### src/rtl/inertial_interface.sv
// IMU front end: configures the IMU over an external 16-bit SPI master once
// after a power-up wait, then reads pitch rate and Z accel on every data-ready.
module inertial_interface #(
  parameter int unsigned INIT_BITS = 16
) (
  input  logic        clk,
  input  logic        rst_n,
  input  logic        INT,
  input  logic        done,
  input  logic [15:0] rd_data,
  output logic        wrt,
  output logic [15:0] cmd,
  output logic [15:0] ptch_rt,
  output logic [15:0] AZ,
  output logic        vld
);

  typedef enum logic [2:0] {
    StWaitTmr,
    StCfg,
    StWaitInt,
    StRead,
    StVld
  } state_t;

  state_t                 r_state;
  logic [INIT_BITS-1:0]   r_timer;
  logic [1:0]             r_idx;
  logic                   r_pend;   // a wrt has been issued and its done not yet seen
  logic                   r_wrt;
  logic [15:0]            r_cmd;
  logic [7:0]             r_ptch_lo;
  logic [7:0]             r_ptch_hi;
  logic [7:0]             r_az_lo;
  logic [7:0]             r_az_hi;
  logic [15:0]            r_ptch_rt;
  logic [15:0]            r_az;
  logic                   r_vld;
  logic                   r_int_ff1;
  logic                   r_int_ff2;

  logic                   w_timer_sat;
  logic                   w_unused_rd_hi;

  assign w_timer_sat    = &r_timer;
  // Only the low byte of each SPI response carries data.
  assign w_unused_rd_hi = ^rd_data[15:8];

  // IMU configuration words, issued in index order.
  function automatic logic [15:0] cfg_word(input logic [1:0] i);
    unique case (i)
      2'd0:    cfg_word = 16'h0D02;
      2'd1:    cfg_word = 16'h1053;
      2'd2:    cfg_word = 16'h1150;
      default: cfg_word = 16'h1460;
    endcase
  endfunction

  // Register-read commands: pitch lo/hi, then Z accel lo/hi.
  function automatic logic [15:0] rd_word(input logic [1:0] i);
    unique case (i)
      2'd0:    rd_word = 16'hA200;
      2'd1:    rd_word = 16'hA300;
      2'd2:    rd_word = 16'hAC00;
      default: rd_word = 16'hAD00;
    endcase
  endfunction

  // Power-up timer: counts once after reset and then sticks at all-ones.
  always_ff @(posedge clk or negedge rst_n) begin
    if (!rst_n) begin
      r_timer <= '0;
    end else if (!w_timer_sat) begin
      r_timer <= r_timer + 1'b1;
    end
  end

  // Two-flop synchronizer for the asynchronous data-ready line.
  always_ff @(posedge clk or negedge rst_n) begin
    if (!rst_n) begin
      r_int_ff1 <= 1'b0;
      r_int_ff2 <= 1'b0;
    end else begin
      r_int_ff1 <= INT;
      r_int_ff2 <= r_int_ff1;
    end
  end

  // Sequencer: config burst, then one four-byte read burst per data-ready.
  always_ff @(posedge clk or negedge rst_n) begin
    if (!rst_n) begin
      r_state   <= StWaitTmr;
      r_idx     <= 2'd0;
      r_pend    <= 1'b0;
      r_wrt     <= 1'b0;
      r_cmd     <= 16'h0000;
      r_ptch_lo <= 8'h00;
      r_ptch_hi <= 8'h00;
      r_az_lo   <= 8'h00;
      r_az_hi   <= 8'h00;
      r_ptch_rt <= 16'h0000;
      r_az      <= 16'h0000;
      r_vld     <= 1'b0;
    end else begin
      r_wrt <= 1'b0;
      r_vld <= 1'b0;
      unique case (r_state)
        StWaitTmr: begin
          if (w_timer_sat) begin
            r_state <= StCfg;
            r_idx   <= 2'd0;
            r_pend  <= 1'b0;
          end
        end

        StCfg: begin
          if (!r_pend) begin
            if (!done) begin
              r_wrt  <= 1'b1;
              r_cmd  <= cfg_word(r_idx);
              r_pend <= 1'b1;
            end
          end else if (done) begin
            if (r_idx == 2'd3) begin
              r_pend  <= 1'b0;
              r_state <= StWaitInt;
            end else begin
              // Next command goes out in the cycle right after done.
              r_idx <= r_idx + 2'd1;
              r_wrt <= 1'b1;
              r_cmd <= cfg_word(r_idx + 2'd1);
            end
          end
        end

        StWaitInt: begin
          if (r_int_ff2) begin
            r_state <= StRead;
            r_idx   <= 2'd0;
            r_pend  <= 1'b0;
          end
        end

        StRead: begin
          if (!r_pend) begin
            if (!done) begin
              r_wrt  <= 1'b1;
              r_cmd  <= rd_word(r_idx);
              r_pend <= 1'b1;
            end
          end else if (done) begin
            unique case (r_idx)
              2'd0:    r_ptch_lo <= rd_data[7:0];
              2'd1:    r_ptch_hi <= rd_data[7:0];
              2'd2:    r_az_lo   <= rd_data[7:0];
              default: r_az_hi   <= rd_data[7:0];
            endcase
            if (r_idx == 2'd3) begin
              // Publish both words on the same edge so vld is high during StVld
              // and the pair is always from one sample.
              r_pend    <= 1'b0;
              r_state   <= StVld;
              r_ptch_rt <= {r_ptch_hi, r_ptch_lo};
              r_az      <= {rd_data[7:0], r_az_lo};
              r_vld     <= 1'b1;
            end else begin
              r_idx <= r_idx + 2'd1;
              r_wrt <= 1'b1;
              r_cmd <= rd_word(r_idx + 2'd1);
            end
          end
        end

        StVld: begin
          r_state <= StWaitInt;
        end

        default: begin
          r_state <= StWaitTmr;
        end
      endcase
    end
  end

  assign wrt     = r_wrt;
  assign cmd     = r_cmd;
  assign ptch_rt = r_ptch_rt;
  assign AZ      = r_az;
  assign vld     = r_vld;

endmodule

### config.mk
export PLATFORM = sky130hd
export DESIGN_NAME = inertial_interface
export DESIGN_NICKNAME = d
export VERILOG_FILES = /design/src/rtl/inertial_interface.sv
export SDC_FILE = /design/constraint.sdc
export NUM_CORES = 1
export LEC_CHECK = 0
export ABC_AREA = 1
export BUFFER_PORTS_ARGS = -buffer_cell sky130_fd_sc_hd__clkbuf_2
export CAP_MARGIN = 40
export CORE_MARGIN = 4
export CORE_UTILIZATION = 40
export CTS_CLUSTER_SIZE = 16
export DETAILED_ROUTE_END_ITERATION = 10
export SLEW_MARGIN = 15
export SYNTH_ARGS = -nofsm -noshare
export SYNTH_HDL_FRONTEND = slang
export SYNTH_SLANG_ARGS = --single-unit
### constraint.sdc
create_clock -name clk -period 2.15 [get_ports clk]
set_clock_uncertainty 0.1 [all_clocks]
set_input_delay 0.43 -clock clk [delete_from_list [all_inputs] [get_ports clk]]
set_output_delay 0.43 -clock clk [all_outputs]
set_load 0.005 [all_outputs]
* After elaboration in Yosys (flattened, before gate mapping) *
Index checks and enable logic that the tools add are counted.

word-level totals
  register bits = 98
  logic and storage cells = 99
  input bits = 20

operators by class
  reduce and logical (&&, ||, !) cells = 15
  add/subtract/negate cells = 2
  equality and inequality tests = 26
  mux-type cells = 42

operator list
  cell                                                    count
  two-way mux 16 bit                                      8
  case mux 13 bit (3 select lines)                        2
  case mux 12 bit (3 select lines)                        2
  case mux 16 bit (2 select lines)                        1
  two-way mux 3 bit                                       8
  inequality test 2 bit (second input constant)           9
  inequality test 3 bit (second input constant)           6
  adder 16 x 1 -> 16 bit (second input constant)          1
  AND reduction 16 bit                                    1
  AND reduction 4 bit                                     4
  case mux 3 bit (5 select lines)                         1
  two-way mux 1 bit                                       13
  two-way mux 2 bit                                       5
  AND reduction 8 bit                                     1
  AND reduction 7 bit                                     1
  equality test 2 bit (second input constant)             3
  equality test 3 x 2 -> 1 bit (second input constant)    2
  case mux 2 bit (3 select lines)                         1
  AND reduction 6 bit                                     1
  equality test 2 x 1 -> 1 bit (second input constant)    2
  logical NOT 2 bit                                       2
  inequality test 2 x 1 -> 1 bit (second input constant)  2
  equality test 3 x 1 -> 1 bit (second input constant)    1
  equality test 3 bit (second input constant)             1
  7 further kinds                                         7

* Depth between registers and ports, before layout *
Gate-level depths: netlist of run 1.

  word-level depth = 7
  mapped depth = 9

* Least setup slack after synthesis of run 1 *
OpenSTA, ideal clock, no wires.

  kind = register -> register
  start point = reg r_state[2]
  end point = reg r_az[11], in the netlist AZ[11]
  arrival = 1338 ps
  path buffers = 1
  cell stages (with the launch flop) = 10
  required time = 1932 ps
  period minus slack after synthesis = 1557 ps
  setup slack = 593 ps
  setup time = 118 ps
  path through = dfrtp_1 inv_1 nand2_2 nor2_8 inv_4 nor2_8 inv_4 buf_6 nand2_1 o21ai_2

on the way
  longest elaborated chain between the ends = 2

RTL lines
  element                        RTL line  text
  from (decl)                    26        state_t r_state;
  from (signal assigned)         92        r_state <= StWaitTmr;
  from (signal assigned)         110       r_state <= StCfg;
  from (signal assigned)         126       r_state <= StWaitInt;
  equality test 3 x 2 -> 1 bit   107       unique case (r_state)
  AND reduction 4 bit (no line)  -
  to (signal assigned)           164       r_az <= {rd_data[7:0], r_az_lo};
  to (decl)                      37        logic [15:0] r_az;

Every way passes these cells.
A chain may end at the register's enable or synchronous reset.

* Final worst setup path of run 1 *
  start point = reg r_state[2]
  end point = reg r_az[0], in the netlist AZ[0]

The elaborated chain is that of the path after synthesis.

==> impl_metrics.tcl, run 1 <==
set metrics [dict create \
    synth_ff_type "dfrtp_1" \
    drt_pass1_iterations 4 \
    min_period_ns 1.804 \
    cts_resized 0 \
    run_status "complete, no violations" \
    cts_htree_levels 3 \
    synth_fa_ha_area_share_pct 2.412 \
    routed_wl_mm 8.419 \
    yosysTopAreaCellShare_pct 55.47 \
    numCtsBuffers 9 \
    path_clk_slew_ns 0.09 \
    drtIter0Drc 92 \
    grt_max_degree 41 \
    finalCritPeriodShare_pct 83.90 \
    cts_tree "built" \
    ios 70 \
    dp_slack_ns 0.3548 \
    grt_pass1_vias 3078 \
    synthCells 459 \
    drc 0 \
    syn-cell-area_um2 4150 \
    core_area_um2 9955 \
    cp-start-kind "register" \
    ys_seq_elements 92 \
    whs_ns 0.06529 \
    rrSetupSlack_ns 0.35 \
    synth_area_per_cell_um2 9.042 \
    synth.most_common_cell "nand2_1" \
    worst_slack_ns 0.3462 \
    cp.arrival_ns 2.01 \
    p_per_area_nw_per_um2 1305 \
    drive_gt1_share_pct 20.42 \
    cts_root_buf "clkbuf_8" \
    ys_warn_count 0 \
    synth-edff-count 0 \
    num_rows 36 \
    yosysTopAreaCell "dfrtp_1" \
    cts.path.max_buffers 2 \
    clk_latency_ns 0.37 \
    ir_worst_vdd_v 0.0005684 \
    fmax_mhz 554.4 \
    path_class "register to register" \
    cp-end-kind "register" \
    postRouteAntennaNets 0 \
    grt.overflow.total 0 \
    max-cap-violations 0 \
    final_max_slew_viol_count 0 \
    io_buffers 57 \
    cts_sinks 92 \
    synthSimpleGateAreaFrac_pct 24.78 \
    leakage_nw 2.488 \
    min_path_type "input port to register" \
    synth_top_family_by_area "simple AND/OR/NAND/NOR gates" \
    hold_viol 0 \
    ys_seq_area_share_pct 55.47 \
    gp_congestion 0.7971 \
    path_max_fanout 25 \
    viasPerCell 4.662 \
    antenna_found_initial 0 \
    synth-xor-area-share_pct 1.688 \
    n_antenna_cell 0 \
    track_usage_pct 15.46 \
    num_vias 3063 \
    grt_setup_unrepaired "no" \
    fillCellCount 997 \
    setup_tns_ns 0 \
    synth_cell_types 30 \
    synthTopCellsByArea "dfrtp_1 55%, nand2_1 14%, o21ai_0 5.1%, inv_1 3.4%, nor2_1 2.9%" \
    yosys-top-cells-count "155 x nand2_1, 92 x dfrtp_1, 42 x o21ai_0, 38 x inv_1, 32 x nor2_1" \
    async_flop_share_pct 100.0 \
    synthMuxAreaShare_pct 0 \
    start_util_pct 41.69 \
    hpwl_mm 6.026 \
    die-area_um2 12070 \
    area_delta_synth_final_pct 15.32 \
    synth_compound_area_share_pct 8.291 \
    grt_pass1_wl_mm 14.55 \
    die_width_um 109.9 \
    required_ns 2.36 \
    wl_per_cell_um 12.81 \
    final_net_count 547 \
    p_total_mw 6.245 \
    finalCoreUtilization_pct 48.08 \
    setup_viol 0 \
    chipHeight_um 109.9 \
]
## layout by cell type, fill, tap and decap left out, drive strengths merged, types with 8 or more instances in the layout
cell type and n:
buf 8, dfrtp 92, inv 45, nand2 160
clkbuf 66, o21ai 50, nor2 35, a21oi 8
ha 8, nand3 19
## worst paths after layout
kind,start,depth (start not counted),to
max reg2reg,r_state[2],8,AZ[0]
max in group asynchronous,rst_n,3,r_ptch_lo[2]
min,INT,1,r_int_ff1
min in group asynchronous,rst_n,2,wrt
max,r_state[2],8,AZ[0]
min reg2reg,r_int_ff1,0,r_int_ff2
## state kept, by name, summed over array words and instances (netlist names), 2 cells and up
signal     cells
r_az_lo        8
r_ptch_lo      8
AZ            16
ptch_rt       16
r_ptch_hi      8
r_state        3
r_timer       16
r_idx          2
cmd           10
## layout make-up
type                       instances  area [um2]  area share [%]
multi-input combinational        310        1558           32.55
clock buffer                      10       137.6           2.876
timing repair buffer              65       362.8           7.582
inverter                          41       158.9           3.320
sequential                        92        2302           48.10
tap                              133       166.4           3.477
clock inverter                     6       100.1           2.092
## logic make-up after synthesis
logic type | Yosys count
and+or+nand+nor | 229
DFF | 92
AOI/OAI and AO/OA | 61
buffers and inverters | 60
xor gates and xnor gates | 8
adders and majority gates | 8
other | 1
## report_power, final
part / internal, mW / total (mW) / switching (mW)
Clock: 0.711 / 1.36 / 0.654
Sequential: 2.36 / 2.78 / 0.416
Combinational: 0.863 / 2.10 / 1.24
## worst max-delay path, stage by stage (launching register included)
cell	delay [ns]
dfrtp_1	0.41
inv_1	0.14
nand2_2	0.17
nor2_8	0.22
inv_4	0.11
nor2_8	0.11
buf_4	0.28
nand2_1	0.11
nand2_1	0.09
## metrics by stage
stage / instances / instance area (um2)
2_1_floorplan: 462 / 4161
5_1_grt: 657 / 4786
6_report: 657 / 4786
3_5_place_dp: 640 / 4538
4_1_cts: 657 / 4786
3_3_place_gp: 640 / 4538
## layer usage
layer / track usage [%] / up-vias / routed length [um]
met1: 20.79 / 1431 / 4057
met2: 24.44 / 58 / 3845
met4: 5.076 / 0 / 121
met5: 0 / - / 0
li1: - / 1563 / -
met3: 3.876 / 11 / 395
## repair_timing
| action | in CTS | in global routing |
|---|---|---|
| setup endpoints to repair | 0 | 0 |
| endpoints found under the hold margin | 29 | 0 |
| setup buffers | 0 | 0 |
| hold buffers | 1 | 0 |
Power figures use the tool's default switching activity.
==> inputs of run 2 (changes only) <==
clock period = 1.6 ns   (was 2.15 ns; I/O delays follow)
==> impl_metrics.tcl, run 2 (same netlist as run 1, synthesis figures left out) <==
set metrics [dict create \
    drt_pass1_iterations 4 \
    internal-power_mw 5.329 \
    p_comb_share_pct 40.1 \
    pwr-share-clk_pct 17.7 \
    run_status "complete, no violations" \
    cts_root_buf "clkbuf_8" \
    n_antenna_cell 0 \
    fillCellCount 938 \
    die_width_um 109.9 \
    p_sw_mw 3.478 \
    cts_tree "built" \
    setup_viol 0 \
    ios 70 \
    core_area_um2 9955 \
    required_ns 1.73 \
    grt_setup_unrepaired "yes" \
    ir_worst_vdd_v 0.0009544 \
    cts_sinks 92 \
    fmax_mhz 636.3 \
    num_vias 3308 \
    viasPerCell 4.767 \
    path_max_fanout 6 \
    min_path_type "input port to register" \
    grt_max_degree 93 \
    cp-start-kind "register" \
    cts_htree_levels 3 \
    track_usage_pct 15.30 \
    grt_pass1_wl_mm 14.55 \
    power_frac_seq_pct 42.1 \
    leakage_nw 2.660 \
    rrSetupSlack_ns 0.03 \
    drive_gt1_share_pct 29.77 \
    chipHeight_um 109.9 \
    stdcell_count 694 \
    area_delta_synth_final_pct 25.23 \
    final_net_count 584 \
    finalCritPeriodShare_pct 98.22 \
    place_inst 663 \
    sw_frac_of_total_pct 39.49 \
    hpwl_mm 6.065 \
    grt_pass1_vias 3099 \
    routed_wl_mm 9.516 \
    max_slew_margin_pct 66.48 \
    clk_latency_ns 0.36 \
    gp_congestion 0.8117 \
    layout_common_cells "148 x nand2_1, 92 x dfrtp_1, 56 x clkbuf_2" \
    whs_ns 0.1667 \
    antenna_found_initial 0 \
    io_buffers 57 \
    wl_per_cell_um 13.71 \
    drc 0 \
    drtIter0Drc 140 \
    num_rows 36 \
    cp.arrival_ns 1.70 \
    cts.path.max_buffers 2 \
    max-cap-violations 0 \
    hold_viol 0 \
    final_common_cell "nand2_1" \
    path_clk_slew_ns 0.11 \
    grt.overflow.total 0 \
    path_class "register to register" \
    postRouteAntennaNets 0 \
    die-area_um2 12070 \
    final_max_slew_viol_count 0 \
    cp-end-kind "register" \
    min_period_ns 1.572 \
    start_util_pct 41.69 \
    p_per_area_nw_per_um2 1694 \
    tightest_slew_ns 0.5027 \
    numCtsBuffers 9 \
]
==> run 2: cell types whose count changed in the layout (fill, tap and decap cells not counted), moves of 3 or more <==
cell | before | now
buf_4 | 7 | 32
nand2_1 | 155 | 148
nor2_1 | 32 | 25
o21ai_0 | 42 | 35
nand2_2 | 5 | 11
nor2_2 | 1 | 7
o21ai_1 | 0 | 6
inv_1 | 38 | 33
inv_2 | 1 | 6
buf_12 | 1 | 4
ha_1 | 8 | 5
ha_2 | 0 | 3
==> run 2: power groups by stage <==
stage / logic, mW / clock network [mW] / registers, mW
floorplan: 1.92 / 0 / 3.70
global placement: 3.05 / 0 / 3.71
detailed placement: 3.12 / 0 / 3.74
CTS: 3.15 / 1.61 / 3.70
global route: 4.01 / 1.71 / 3.82
finish: 3.53 / 1.56 / 3.71
==> run 2: timing repair <==
item                       4_1_cts  5_1_grt
gates resized for setup          4       38
buffers inserted                 0        7
hold buffers                     2        0
pin swaps                        0        5
setup endpoints to repair       17       67
hold endpoints to repair        93        0
cloned                           0        6
==> run 2: per-stage QoR <==
| stage | setup WS [ns] | power [mW] | instance area (um2) | utilization (%) | TNS [ns] |
|---|---|---|---|---|---|
| finish | 0.02846 | 8.806 | 5197 | 52.21 | 0 |
| global route | -0.04604 | 9.536 | 5197 | 52.21 | -0.4776 |
| CTS | 0.02406 | 8.468 | 4947 | 49.70 | 0 |
| detailed placement | -0.0005729 | 6.859 | 4723 | 47.45 | -0.0005729 |
| global placement | 0.01868 | 6.763 | 4723 | 47.45 | 0 |
| floorplan | 0.04339 | 5.622 | 4161 | - | 0 |
==> run 2: final cells by class <==
class | instances | area [um2] | share of cell area, %
clock buffer | 9 | 123.9 | 2.383
clock inverter | 7 | 75.07 | 1.444
inverter | 41 | 171.4 | 3.298
multi-input combinational | 312 | 1668 | 32.09
sequential | 92 | 2302 | 44.29
tap | 133 | 166.4 | 3.202
timing repair buffer | 98 | 673.1 | 12.95
timing repair inverter | 2 | 17.52 | 0.3370
==> run 2: critical path, stage by stage, from the launching register on <==
cell     delay [ns]
dfrtp_1        0.44
ha_2           0.24
inv_2          0.09
a21oi_2        0.07
nor3_4         0.19
buf_2          0.21
a31oi_1        0.10
==> run 2: routing by layer <==
layer  wire length [um]  vias up  share of wire [%]  GRT usage [%]
li1                   -     1647                  -              -
met1               4666     1598                 49          21.92
met2               4404       52                 46          23.40
met3                305       11                3.2          2.936
met4                140        0                1.5          4.898
met5                  0        -                  0              0
==> run 2: final timing paths <==
kind / start / end / cells past startpoint
setup reg to reg: r_idx[0] / cmd[10] / 6
min in group asynchronous: rst_n / r_int_ff1 / 3
setup / recovery: r_idx[0] / cmd[10] / 6
hold reg to reg: r_int_ff1 / r_int_ff2 / 0
max in group asynchronous: rst_n / r_ptch_lo[2] / 3
hold / removal: rd_data[7] / AZ[15] / 3
==> inputs of run 3 (changes only) <==
ABC_AREA = default   (was 1)
HOLD_SLACK_MARGIN = 0.12   (was default)
==> impl_metrics.tcl, run 3 <==
set metrics [dict create \
    slowest_stage "or4b_4" \
    hpwl_mm 5.613 \
    synth_ff_type "dfrtp_1" \
    cp-start-kind "register" \
    fmax_mhz 576.6 \
    ys_warn_count 0 \
    required_ns 1.75 \
    yosys-top-cells-count "92 x dfrtp_1, 38 x mux2_2, 19 x mux2_4, 15 x nand2_1, 11 x o21ai_0" \
    cts_htree_levels 3 \
    grt_pass1_wl_mm 14.77 \
    cts_sinks 92 \
    hold_viol 0 \
    final_common_cell "dfrtp_1" \
    routed_wl_mm 9.092 \
    cp-end-kind "register" \
    synthCells 302 \
    viasPerCell 4.981 \
    cts_root_buf "clkbuf_8" \
    cts.path.max_buffers 2 \
    worst_slack_ns -0.1344 \
    drt_pass1_iterations 4 \
    p_total_mw 9.825 \
    critPathMaxStageDelay_ns 0.57 \
    synth.most_common_cell "dfrtp_1" \
    n_antenna_cell 0 \
    io_buffers 57 \
    ys_seq_area_share_pct 56.69 \
    drtIter0Drc 110 \
    numCtsBuffers 9 \
    synth_cell_types 46 \
    leakage_nw 2.804 \
    path_clk_slew_ns 0.10 \
    syn-cell-area_um2 4061 \
    start_util_pct 41.36 \
    die-area_um2 11830 \
    ios 70 \
    chipHeight_um 108.8 \
    grt_max_degree 30 \
    track_usage_pct 16.21 \
    drive_gt1_share_pct 57.83 \
    clk_latency_ns 0.36 \
    min_period_ns 1.734 \
    drc 0 \
    dp_slack_ns -0.1837 \
    ir_worst_vdd_v 0.0009000 \
    synth-edff-count 0 \
    layout_common_cells "90 x dfrtp_1, 56 x clkbuf_2, 51 x buf_4" \
    final_max_slew_viol_count 0 \
    violations "setup timing" \
    fillCellCount 791 \
    max-cap-violations 0 \
    yosysTopAreaCellShare_pct 56.69 \
    async_flop_share_pct 100.0 \
    die_width_um 108.8 \
    setup_viol 60 \
    final_net_count 457 \
    path_class "register to register" \
    setup_tns_ns -3.875 \
    ys_seq_elements 92 \
    num_rows 36 \
    min_path_type "input port to register" \
    postRouteAntennaNets 0 \
    wl_per_cell_um 16.04 \
    antenna_found_initial 0 \
    gp_congestion 0.7483 \
    finalCritPeriodShare_pct 108.4 \
    crit_chain "ha_4 -> nand3_2 -> or4b_4 -> mux2_4" \
    synthTopCellsByArea "dfrtp_1 57%, mux2_2 11%, mux2_4 7.0%, ha_1 2.5%, buf_4 1.7%" \
    yosysTopAreaCell "dfrtp_1" \
    grt_setup_unrepaired "yes" \
    cp.arrival_ns 1.88 \
    path_max_fanout 7 \
    grt.overflow.total 0 \
    num_vias 2824 \
    run_status "finished, violations left" \
    core_area_um2 9819 \
    area_delta_synth_final_pct 40.88 \
    cts_tree "built" \
    grt_pass1_vias 2882 \
    multi_input_area_um2 2041 \
    p_per_area_nw_per_um2 1717 \
    regArea_um2 2305 \
    synth_area_per_cell_um2 13.45 \
]
run 3: cell count changes after synthesis, moves of 4 or more:
cell,previous run,this run
nand2_1,155,15
mux2_2,0,38
inv_1,38,6
o21ai_0,42,11
nor2_1,32,8
mux2_4,0,19
nand3_1,18,6
o21ai_2,8,0
and3_1,0,6
mux2i_1,0,5
nand4_1,2,7
a21oi_1,7,3
run 3: final timing paths:
| path | startpoint | end | slack, ns | cells after the start |
|---|---|---|---|---|
| max in group asynchronous | rst_n | AZ[15] | 0.52 | 3 |
| max reg2reg | r_timer[1] | r_timer[1] | -0.13 | 4 |
| max | r_timer[1] | r_timer[1] | -0.13 | 4 |
| min reg2reg | r_int_ff1 | r_int_ff2 | 0.27 | 0 |
| min | rd_data[1] | AZ[9] | 0.14 | 2 |
| min in group asynchronous | rst_n | ptch_rt[12] | 0.33 | 2 |
run 3: routing by layer:
metal	wire (um)	global-route usage, %	vias up
met4	134	4.418	0
met3	324	4.559	7
met2	4515	26.79	50
met5	0	0	-
li1	-	-	1326
met1	4117	20.96	1441
run 3: stage by stage:
| step | hold WS (ns) | utilization, % | std cells | cell area [um2] |
|---|---|---|---|---|
| 6_report | 0.1362 | 58.27 | 567 | 5722 |
| 5_1_grt | 0.1295 | 58.27 | 567 | 5722 |
| 4_1_cts | 0.1216 | 56.22 | 564 | 5520 |
| 3_5_place_dp | 0.1878 | 50.11 | 528 | 4921 |
| 3_3_place_gp | 0.1811 | 50.11 | 528 | 4921 |
| 2_1_floorplan | -0.07559 | - | 305 | 4187 |
run 3: logic make-up after synthesis:
family	share of synthesized area [%]
compound gates	6.161
buf+inv	4.066
xor+xnor	2.372
simple gates	8.534
mux	19.62
flops	56.69
fa+ha+maj	2.465
other cells	0.09233
run 3: layout make-up:
type	instances	area share, %
Clock buffer	10	2.405
Clock inverter	6	1.356
Inverter	6	0.4373
Multi-Input combinational cell	192	35.67
Sequential cell	92	40.28
Tap cell	133	2.908
Timing Repair Buffer	128	16.95
run 3: repair_timing:
item                                    CTS  global route
endpoints found under the hold margin    27             1
gates resized for setup                  45            41
endpoints found under the setup margin   70            85
hold buffers                              2             1
cloned                                    5             0
pin swaps                                20            33
buffers inserted                         16             6
run 3: critical path: cells and delay by family (launching register included):
| kind | cells | cell delay (ns) |
|---|---|---|
| adder cells (fa/ha/maj) | 1 | 0.16 |
| flip-flops | 1 | 0.40 |
| AND/OR/NAND/NOR | 2 | 0.65 |
| multiplexers | 1 | 0.32 |
run 3: power breakdown:
part	switching, mW	internal (mW)
clock	0.879	0.798
combinational	1.92	2.55
sequential	0.503	3.17
total	3.31	6.52
